`src/rtl/fifo_pkg.sv`:
```
// Shared sizing helpers for the FWFT FIFO and its RAM wrapper.
package fifo_pkg;

  // RAM read latency: one extra cycle when the output register is enabled.
  function automatic int unsigned rd_latency(input bit dout_reg);
    return dout_reg ? 32'd2 : 32'd1;
  endfunction

  // Number of RAM words for a given address width.
  function automatic int unsigned fifo_depth(input int unsigned width_addr);
    return 32'd1 << width_addr;
  endfunction

  // Prefetch entries needed to cover the read latency at full throughput.
  function automatic int unsigned prefetch_depth(input int unsigned lat);
    return lat + 32'd1;
  endfunction

  // Occupancy count width: must represent 0..DEPTH inclusive.
  function automatic int unsigned count_width(input int unsigned width_addr);
    return width_addr + 32'd1;
  endfunction

endpackage

```
`src/rtl/sync_fifo_fwft_if.sv`:
```
// Producer/consumer handshake bundle of the FWFT FIFO.
interface sync_fifo_fwft_if #(
  parameter int unsigned WIDTH_DATA = 64,
  parameter int unsigned WIDTH_ADDR = 5
);
  logic                  wr_en;
  logic [WIDTH_DATA-1:0] din;
  logic                  full;
  logic                  almost_full;
  logic                  rd_en;
  logic [WIDTH_DATA-1:0] dout;
  logic                  empty;
  logic [WIDTH_ADDR:0]   count;
  logic                  overflow;
  logic                  underflow;

  modport master (
    output wr_en, din, rd_en,
    input  full, almost_full, dout, empty, count, overflow, underflow
  );

  modport slave (
    input  wr_en, din, rd_en,
    output full, almost_full, dout, empty, count, overflow, underflow
  );
endinterface

```
`src/rtl/mem_1r1w_xilinx.sv`:
```
// Simple dual-port RAM wrapper: one write port, one read port with optional output register.
module mem_1r1w_xilinx
  import fifo_pkg::*;
#(
  parameter int unsigned WIDTH_DATA      = 64,
  parameter int unsigned WIDTH_ADDR      = 5,
  parameter string       DEVICE_RAM_TYPE = "AUTO",
  parameter string       DOUT_REG        = "false"
) (
  input  logic                  wclk,
  input  logic                  wen,
  input  logic [WIDTH_ADDR-1:0] waddr,
  input  logic [WIDTH_DATA-1:0] wdata,
  input  logic                  rclk,
  input  logic                  ren,
  input  logic [WIDTH_ADDR-1:0] raddr,
  input  logic                  regceb,
  output logic [WIDTH_DATA-1:0] rdata
);
  localparam int unsigned DEPTH = fifo_depth(WIDTH_ADDR);

  logic [WIDTH_DATA-1:0] rd_q;

  if (DEVICE_RAM_TYPE == "distributed") begin : g_dist
    (* ram_style = "distributed" *) logic [WIDTH_DATA-1:0] mem [DEPTH];
    // Write port
    always_ff @(posedge wclk) if (wen) mem[waddr] <= wdata;
    // Read port, read-first
    always_ff @(posedge rclk) if (ren) rd_q <= mem[raddr];
  end else if (DEVICE_RAM_TYPE == "block") begin : g_block
    (* ram_style = "block" *) logic [WIDTH_DATA-1:0] mem [DEPTH];
    // Write port
    always_ff @(posedge wclk) if (wen) mem[waddr] <= wdata;
    // Read port, read-first
    always_ff @(posedge rclk) if (ren) rd_q <= mem[raddr];
  end else if (DEVICE_RAM_TYPE == "ultra") begin : g_ultra
    (* ram_style = "ultra" *) logic [WIDTH_DATA-1:0] mem [DEPTH];
    // Write port
    always_ff @(posedge wclk) if (wen) mem[waddr] <= wdata;
    // Read port, read-first
    always_ff @(posedge rclk) if (ren) rd_q <= mem[raddr];
  end else begin : g_auto
    logic [WIDTH_DATA-1:0] mem [DEPTH];
    // Write port
    always_ff @(posedge wclk) if (wen) mem[waddr] <= wdata;
    // Read port, read-first
    always_ff @(posedge rclk) if (ren) rd_q <= mem[raddr];
  end

  if (rd_latency(DOUT_REG == "true") == 32'd2) begin : g_oreg
    logic [WIDTH_DATA-1:0] out_q;
    // Optional output register stage
    always_ff @(posedge rclk) if (regceb) out_q <= rd_q;
    assign rdata = out_q;
  end else begin : g_onoreg
    logic unused_regceb;
    assign unused_regceb = regceb;
    assign rdata         = rd_q;
  end
endmodule

```
`src/rtl/sync_fifo_fwft.sv`:
```
// Single-clock first-word-fall-through FIFO: RAM storage plus a small prefetch queue
// that hides the RAM read latency so dout is valid whenever empty is low.
module sync_fifo_fwft
  import fifo_pkg::*;
#(
  parameter int unsigned WIDTH_DATA      = 64,
  parameter int unsigned WIDTH_ADDR      = 5,
  parameter string       DEVICE_RAM_TYPE = "AUTO",
  parameter string       DOUT_REG        = "false",
  parameter int unsigned AF_LEVEL        = fifo_depth(WIDTH_ADDR) - 32'd4
) (
  input logic             clk,
  input logic             rst,
  sync_fifo_fwft_if.slave bus
);
  localparam int unsigned DEPTH     = fifo_depth(WIDTH_ADDR);
  localparam int unsigned L         = rd_latency(DOUT_REG == "true");
  localparam int unsigned P         = prefetch_depth(L);
  localparam int unsigned WIDTH_CNT = count_width(WIDTH_ADDR);
  localparam int unsigned WIDTH_PF  = $clog2(P + L + 1);

  typedef logic [WIDTH_CNT-1:0]  count_t;
  typedef logic [WIDTH_PF-1:0]   pf_cnt_t;
  typedef logic [WIDTH_ADDR-1:0] addr_t;
  typedef logic [WIDTH_DATA-1:0] data_t;

  addr_t   wptr_q, rptr_q, wptr_n, rptr_n;
  count_t  ram_occ_q, count_q, ram_occ_n, count_n;
  logic [L-1:0] vpipe_q, vpipe_n;
  data_t   pbuf_q [P];
  data_t   pbuf_n [P];
  pf_cnt_t pbuf_cnt_q, pbuf_cnt_n;
  logic    full_q, af_q, empty_q, ovf_q, unf_q;
  logic    full_n, af_n, empty_n, ovf_n, unf_n;

  logic    push, pop, issue, arrive;
  pf_cnt_t inflight, committed, pbuf_kept;
  data_t   ram_rdata;

  mem_1r1w_xilinx #(
    .WIDTH_DATA      (WIDTH_DATA),
    .WIDTH_ADDR      (WIDTH_ADDR),
    .DEVICE_RAM_TYPE (DEVICE_RAM_TYPE),
    .DOUT_REG        (DOUT_REG)
  ) u_mem (
    .wclk   (clk),
    .wen    (push),
    .waddr  (wptr_q),
    .wdata  (bus.din),
    .rclk   (clk),
    .ren    (issue),
    .raddr  (rptr_q),
    .regceb (1'b1),
    .rdata  (ram_rdata)
  );

  // Next-state: accept/issue decisions, counters, read-valid pipe and prefetch queue
  always_comb begin
    push      = bus.wr_en && !full_q;
    pop       = bus.rd_en && !empty_q;
    arrive    = vpipe_q[L-1];
    inflight  = '0;
    for (int i = 0; i < L; i++) inflight = inflight + pf_cnt_t'(vpipe_q[i]);
    committed = inflight + pbuf_cnt_q - pf_cnt_t'(pop);
    issue     = (ram_occ_q != '0) && (committed < pf_cnt_t'(P));

    wptr_n    = push  ? wptr_q + addr_t'(1) : wptr_q;
    rptr_n    = issue ? rptr_q + addr_t'(1) : rptr_q;
    ram_occ_n = ram_occ_q + count_t'(push) - count_t'(issue);
    count_n   = count_q + count_t'(push) - count_t'(pop);

    vpipe_n[0] = issue;
    for (int i = 1; i < L; i++) vpipe_n[i] = vpipe_q[i-1];

    // Pop shifts the queue toward the head; returning RAM data lands behind the survivors
    for (int i = 0; i < P; i++) pbuf_n[i] = pbuf_q[i];
    if (pop) begin
      for (int i = 0; i < P - 1; i++) pbuf_n[i] = pbuf_q[i+1];
    end
    pbuf_kept = pbuf_cnt_q - pf_cnt_t'(pop);
    for (int i = 0; i < P; i++) begin
      if (arrive && (pf_cnt_t'(i) == pbuf_kept)) pbuf_n[i] = ram_rdata;
    end
    pbuf_cnt_n = pbuf_kept + pf_cnt_t'(arrive);

    full_n  = (count_n == count_t'(DEPTH));
    af_n    = (count_n >= count_t'(AF_LEVEL));
    empty_n = (pbuf_cnt_n == '0);
    ovf_n   = bus.wr_en && full_q;
    unf_n   = bus.rd_en && empty_q;
  end

  // State and registered outputs; in-flight reads are dropped on reset
  always_ff @(posedge clk or posedge rst) begin
    if (rst) begin
      wptr_q     <= '0;
      rptr_q     <= '0;
      ram_occ_q  <= '0;
      count_q    <= '0;
      vpipe_q    <= '0;
      pbuf_cnt_q <= '0;
      for (int i = 0; i < P; i++) pbuf_q[i] <= '0;
      full_q     <= 1'b0;
      af_q       <= 1'b0;
      empty_q    <= 1'b1;
      ovf_q      <= 1'b0;
      unf_q      <= 1'b0;
    end else begin
      wptr_q     <= wptr_n;
      rptr_q     <= rptr_n;
      ram_occ_q  <= ram_occ_n;
      count_q    <= count_n;
      vpipe_q    <= vpipe_n;
      pbuf_cnt_q <= pbuf_cnt_n;
      for (int i = 0; i < P; i++) pbuf_q[i] <= pbuf_n[i];
      full_q     <= full_n;
      af_q       <= af_n;
      empty_q    <= empty_n;
      ovf_q      <= ovf_n;
      unf_q      <= unf_n;
    end
  end

  assign bus.dout        = pbuf_q[0];
  assign bus.empty       = empty_q;
  assign bus.full        = full_q;
  assign bus.almost_full = af_q;
  assign bus.count       = count_q;
  assign bus.overflow    = ovf_q;
  assign bus.underflow   = unf_q;
endmodule

```
`src/flat_wrapper.sv`:
```
// flat-port wrapper written by rule: the top's interface ports become plain ports
module sync_fifo_fwft_flat import fifo_pkg::*;
#(
  parameter int unsigned WIDTH_DATA      = 64,
  parameter int unsigned WIDTH_ADDR      = 5,
  parameter string       DEVICE_RAM_TYPE = "    ",
  parameter string       DOUT_REG        = "     ",
  parameter int unsigned AF_LEVEL        = fifo_depth(WIDTH_ADDR) - 32'd4
)
  (clk, rst, bus_wr_en, bus_din, bus_rd_en, bus_full, bus_almost_full, bus_dout, bus_empty, bus_count, bus_overflow, bus_underflow);
  sync_fifo_fwft_if #(.WIDTH_DATA(WIDTH_DATA), .WIDTH_ADDR(WIDTH_ADDR)) bus_i ();
  input logic clk;
  input logic rst;
  input wire logic [$bits(bus_i.wr_en)-1:0] bus_wr_en;
  input wire logic [$bits(bus_i.din)-1:0] bus_din;
  input wire logic [$bits(bus_i.rd_en)-1:0] bus_rd_en;
  output wire logic [$bits(bus_i.full)-1:0] bus_full;
  output wire logic [$bits(bus_i.almost_full)-1:0] bus_almost_full;
  output wire logic [$bits(bus_i.dout)-1:0] bus_dout;
  output wire logic [$bits(bus_i.empty)-1:0] bus_empty;
  output wire logic [$bits(bus_i.count)-1:0] bus_count;
  output wire logic [$bits(bus_i.overflow)-1:0] bus_overflow;
  output wire logic [$bits(bus_i.underflow)-1:0] bus_underflow;
  assign bus_i.wr_en = bus_wr_en;
  assign bus_i.din = bus_din;
  assign bus_i.rd_en = bus_rd_en;
  assign bus_full = bus_i.full;
  assign bus_almost_full = bus_i.almost_full;
  assign bus_dout = bus_i.dout;
  assign bus_empty = bus_i.empty;
  assign bus_count = bus_i.count;
  assign bus_overflow = bus_i.overflow;
  assign bus_underflow = bus_i.underflow;
  sync_fifo_fwft #(.WIDTH_DATA(WIDTH_DATA), .WIDTH_ADDR(WIDTH_ADDR), .DEVICE_RAM_TYPE(DEVICE_RAM_TYPE), .DOUT_REG(DOUT_REG), .AF_LEVEL(AF_LEVEL)) u_core (.clk(clk), .rst(rst), .bus(bus_i));
endmodule
```
`config.mk`:
```
export PLATFORM = sky130hd
export DESIGN_NAME = sync_fifo_fwft_flat
export DESIGN_NICKNAME = d
export VERILOG_FILES = /design/src/rtl/fifo_pkg.sv /design/src/rtl/sync_fifo_fwft_if.sv /design/src/rtl/mem_1r1w_xilinx.sv /design/src/rtl/sync_fifo_fwft.sv /design/src/flat_wrapper.sv
export SDC_FILE = /design/constraint.sdc
export NUM_CORES = 2
export LEC_CHECK = 0
export CAP_MARGIN = 20
export CORE_UTILIZATION = 45
export CTS_CLUSTER_DIAMETER = 60
export DETAILED_ROUTE_END_ITERATION = 6
export GPL_ROUTABILITY_DRIVEN = 0
export HOLD_SLACK_MARGIN = 0.06
export PLACE_DENSITY = 0.61
export REMOVE_ABC_BUFFERS = 1
export SYNTH_ARGS = -nofsm -noshare
export SYNTH_HDL_FRONTEND = slang
export SYNTH_SLANG_ARGS = --single-unit
```
`constraint.sdc`:
```
create_clock -name clk -period 6.6 [get_ports clk]
set_clock_uncertainty 0.15 [all_clocks]
set_input_delay 0.66 -clock clk [delete_from_list [all_inputs] [get_ports clk]]
set_output_delay 0.66 -clock clk [all_outputs]
set_load 0.05 [all_outputs]
```
[Word level (Yosys, flattened, before mapping)]
Memory sizes are Yosys's and may differ from the RTL's. A register that Yosys moved wholly into a read port is not among the register bits.
Index checks and enable logic that the tools add are counted.
W data, S select, Z words.
Operators by class
  add/subtract/negate cells: 10
  order comparisons: 2
  eq/ne operators: 2
  muxes and demuxes: 4
  reductions and logical operators: 13
Operators by type and width (number)
  $mux W64: 2
  $add A6 B1 Y6: 2
  $sub A6 B1 Y6: 2
  $add A5 B1 Y5 const B: 2
  $logic_and A1 B1 Y1: 7
  $eq A6 B6 Y1 const B: 1
  $ge A6 B5 Y1 const B: 1
  $reduce_bool A6 Y1: 1
  $logic_not A2 Y1: 2
  $sub A2 B1 Y2: 2
  $add A1 B2 Y2: 1
  $add A2 B1 Y2: 1
  $eq A1 B2 Y1 const A: 1
  $logic_not A1 Y1: 2
  $lt A2 B2 Y1 const B: 1
  $mux W1: 2
  $reduce_bool A2 Y1: 1
Storage, ports and cells
  register bits after elaboration: 158
  RAM bits: 2048
  output and inout bits: 75
  memories: 1
Memories
  u_core.u_mem.g_auto.mem: depth 32, bits a word 64, rd ports 1, clocked after memory_dff 1, wr ports 1, RTL line mem_1r1w_xilinx.sv:43  | logic [WIDTH_DATA-1:0] mem [DEPTH];

[Longest topological paths before layout]
  depth after elaboration: 6
  mapped depth: 13

[Modules after synthesis]
Synthesis repeated with hierarchy kept, for this count alone.
Unflattened totals
  cells, all modules: 3804
  area total of the unflattened synthesis: 87278.7 um^2
Modules (own cells, without submodules)
  mem_1r1w_xilinx: times used 1, cells an instance 3097, area an instance 79605.1 um^2, sequential area each 63420.8 um^2
  sync_fifo_fwft: times used 1, cells an instance 707, area an instance 7673.6 um^2, sequential area each 3955.0 um^2

[Worst setup path before layout]
OpenSTA, ideal clock, no wires.
  path type: reg-to-reg
  from: reg u_core.empty_q (netlist: u_core.bus.empty)
  to: reg u_core.ram_occ_q[4]
  setup time: 0.080 ns
  arrival: 5.665 ns
  data required time: 6.370 ns
  path slack: 0.705 ns
  stages on the path, launching flop included: 14
  clock period less this slack: 5.895 ns
  path through: dfstp_2 > nand2b_1 > buf_2 > mux2i_1 > xnor2_1 > nor2_1 > ha_1 > inv_1 > ha_1 > fa_1 > a21oi_1 > nor2_1 > nor2_1 > xnor2_1
On the way
  longest elaborated chain between the ends: 6
Ends and longest elaborated chain
  from (decl): RTL line sync_fifo_fwft.sv:33  | logic full_q, af_q, empty_q, ovf_q, unf_q;
  from (signal assigned): RTL line sync_fifo_fwft.sv:118  | empty_q <= empty_n;
  $logic_not A1 Y1: RTL line sync_fifo_fwft.sv:60  | pop = bus.rd_en && !empty_q;
  $logic_and A1 B1 Y1: RTL line sync_fifo_fwft.sv:60
  $sub A2 B1 Y2: RTL line sync_fifo_fwft.sv:64  | committed = inflight + pbuf_cnt_q - pf_cnt_t'(pop);
  $lt A2 B2 Y1: RTL line sync_fifo_fwft.sv:65  | issue = (ram_occ_q != '0) && (committed < pf_cnt_t'(P));
  $logic_and A1 B1 Y1: RTL line sync_fifo_fwft.sv:65
  named net u_core.issue: RTL line sync_fifo_fwft.sv:36  | logic push, pop, issue, arrive;
  $sub A6 B1 Y6: RTL line sync_fifo_fwft.sv:69  | ram_occ_n = ram_occ_q + count_t'(push) - count_t'(issue);
  named net u_core.ram_occ_n[4]: RTL line sync_fifo_fwft.sv:28  | count_t ram_occ_q, count_q, ram_occ_n, count_n;
  to (signal assigned): RTL line sync_fifo_fwft.sv:111  | ram_occ_q <= ram_occ_n;
  to (decl): RTL line sync_fifo_fwft.sv:28
The timed path passes the listed nets, and every way through them passes these cells.
A chain may end at the register's enable or synchronous reset.

[Worst setup path after layout]
  from: reg u_core.full_q (netlist: u_core.bus.full)
  to: mem u_core.u_mem.g_auto.mem[2][22] (enable)
On the way
  longest elaborated chain between the ends: 4
Ends and longest elaborated chain
  from (decl): RTL line sync_fifo_fwft.sv:33
  from (signal assigned): RTL line sync_fifo_fwft.sv:116  | full_q <= full_n;
  $logic_not A1 Y1: RTL line sync_fifo_fwft.sv:59  | push = bus.wr_en && !full_q;
  $logic_and A1 B1 Y1: RTL line sync_fifo_fwft.sv:59
  $mux W1: RTL line mem_1r1w_xilinx.sv:45  | always_ff @(posedge wclk) if (wen) mem[waddr] <= wdata;
  $mux W1 (implied by the code): RTL line mem_1r1w_xilinx.sv:45
  to (decl): RTL line mem_1r1w_xilinx.sv:43
No other way between the ends.

==> metrics.yaml <==
global_routing:
  grt_max_degree: 129
  first_global_vias: 41846
  antenna_found_initial: 8
  overflow: 0
  grt_pass1_wl_microns: 296000
  grt.total_usage_pct: 20.9
place:
  hpwl_microns: 110000
  port_buffers: 142
  dpl_cell_area_sq_um: 91600
  pre_cts_slack_ns: 1.75
floorplanning:
  dieArea_sq_um: 196000
  initial_core_util_pct: 45.3
  die_x_microns: 443
  design.core.area_sq_um: 193000
  chipHeight_microns: 443
  rows: 161
  io_pins: 143
yosys:
  synth-main-ff-cell: "edfxtp_1"
  synth.yosys.seq_area_share_pct: 77.1
  yosysWarnings: 0
  avgSynthCellArea_sq_um: 21.4
  async_flop_share_pct: 6.96
  ys_ff_latch: 2270
  synth_edf_count: 2112
  ys_types: 56
  synthCells: 4086
  syn_area_sq_um: 87400
sta:
  worstMarginPinSlew_ns: 1.13
  slew-limit-headroom_pct: 24.6
  period_share_pct: 62.3
  max_freq_mhz: 243
  setup_viol: 0
  min_period_ns: 4.11
  tns_ns: 0
  rsz0062_at_grt: "no"
  drv_slew: 0
  hold_viol: 0
  fin_ws_ns: 2.49
layout:
  nFillCells: 14944
  drive_gt1_share_pct: 23.0
  num_antenna_cells: 0
  nets: 4409
  design_area_sq_um: 99800
  ff_latch_area_sq_um: 67400
  multi_input_area_sq_um: 18400
  syn_to_final_growth_pct: 14.2
  final_cell_mix: "edfxtp_1, mux4_2, mux2i_1"
  largest_register_ffs: 2048
  largest-register: "u_core.u_mem.g_auto.mem"
  layout_commonest_cell: "edfxtp_1"
drt:
  top_layer: "met5"
  route.detailed.drc: 0
  m1WireLength_microns: 86800
  firstDrtPassIters: 5
  vias_per_cell: 5.84
  wl_met3_microns: 13000
  wl_met2_microns: 102000
  wire_per_inst_microns: 29.2
  ant_nets: 0
  vias: 41137
  drt-total-wl_microns: 206000
  drtIter0Drc: 4304
cts:
  cts_buffers: 224
  clk_pin_slew_ns: 0.06
  clock_sinks: 2270
  ctsResizeCount: 0
  h-tree-depth: 4
  clk_path_buf_depth: 3
  root_buffer: "clkbuf_16"
  clkLatencyLatePin_ns: 0.85
  cts_setup_buffers: 0
  cts_tree: "yes"
  postCtsHoldBufs: 0
worst_hold_path:
  hp-class: "primary input to async pin"
flow_run:
  maxCapViolCount: 0
pwr:
  power.leakage_nw: 32.7
  total_power_mw: 43.6
  vdd_ir_drop_max_uv: 352
  power.density_nw_per_um2: 437
worst_setup_path:
  worstPathArrival_ns: 4.44
  path_delay_family: "simple AND/OR/NAND/NOR gates"
  start_kind: "flop"
  end_kind: "flop"
  cpPeakStageDelay_ns: 0.88
  critPathBufInv: 1
  crit_start: "u_core.bus.full$_DFF_PP0_"
  r2r_start: "u_core.bus.full$_DFF_PP0_"
  path_class: "flop to flop"
  critPathRequiredTime_ns: 6.93
  worstPathCellList: "nor2b_1 -> nand2_1 -> nor2_4 -> buf_4"
  path_max_fanout: 27
  critPathSlowestCell: "nor2_4"
run_status:
  status: "complete, no violations"
## report_power, final
part	leakage (nW)	switching, mW	internal, mW
sequential	20.9	0.897	17.6
combinational	8.30	7.61	5.28
clock	3.45	5.42	6.85
## layout make-up
| cell class | count | area share, % |
|---|---|---|
| inverter | 17 | 0.0715 |
| clock buffer | 293 | 6.00 |
| sequential | 2270 | 67.6 |
| clock inverter | 128 | 1.10 |
| multi-input combinational | 1511 | 18.5 |
| timing repair buffer | 296 | 3.65 |
| tap | 2526 | 3.17 |
## metrics by stage
| step | instances | hold slack, ns | utilization [%] |
|---|---|---|---|
| global route | 7041 | 0.233 | 51.7 |
| CTS | 6997 | 0.202 | 51.2 |
| finish | 7041 | 0.186 | 51.7 |
| global placement | 6570 | 0.337 | 47.4 |
| floorplan | 3798 | 0.329 | - |
| detailed placement | 6576 | 0.343 | 47.5 |
## Yosys cell counts (all sizes together), types with 8 or more instances
| cell type | instances | area, sq um |
|---|---|---|
| nand2 | 42 | 160 |
| nor4b | 23 | 345 |
| a21oi | 79 | 395 |
| buf | 225 | 1600 |
| xnor2 | 8 | 70.1 |
| mux4 | 416 | 9370 |
| inv | 17 | 63.8 |
| a22oi | 28 | 210 |
| xor2 | 10 | 87.6 |
| a211oi | 89 | 668 |
| o22ai | 92 | 576 |
| dfrtp | 157 | 3930 |
| mux2i | 358 | 3580 |
| mux2 | 66 | 743 |
| a221oi | 28 | 245 |
| clkbuf | 63 | 246 |
| o221ai | 35 | 307 |
| nor2 | 155 | 584 |
| edfxtp | 2112 | 63400 |
| ha | 19 | 238 |
## layer usage
metal,track usage (%),up-vias
li1,-,17399
met1,29.2,22079
met2,34.4,1379
met3,3.47,276
met4,4.94,4
met5,0,-
## worst register-to-register path, delay by kind of cell, from the launching register on
kind | cells | cell delay, ns
buf+inv | 1 | 0.64
flops | 1 | 0.39
simple gates | 3 | 2.52
## cell families (layout without fill, tap and decap cells)
| logic type | Yosys count | count (layout) | share of synthesized area [%] |
|---|---|---|---|
| AO/OA/AOI/OAI | 373 | 373 | 2.97 |
| AND/OR/NAND/NOR | 259 | 259 | 1.57 |
| adder cells (fa/ha/maj) | 21 | 21 | 0.318 |
| multiplexers | 840 | 840 | 15.7 |
| flip-flops | 2270 | 2270 | 77.1 |
| buffers and inverters | 305 | 734 | 2.19 |
| XOR/XNOR | 18 | 18 | 0.180 |
## final timing paths
kind                                                            end  slack [ns]  cells past startpoint
max                        u_core.u_mem.g_auto.mem[2][22]$_DFFE_PP_        2.49                      4
min                                 u_core.bus.dout[13]$_DFFE_PP0P_        0.19                      2
max reg2reg                u_core.u_mem.g_auto.mem[2][22]$_DFFE_PP_        2.49                      4
min reg2reg                           u_core.pbuf_q[17]$_DFFE_PP0P_        0.35                      1
max in group asynchronous              u_core.pbuf_q[0]$_DFFE_PP0P_        4.77                      3
min in group clk                      u_core.bus.overflow$_DFF_PP0_        0.27                      2
Note: power is estimated with default switching activity, not from simulation.
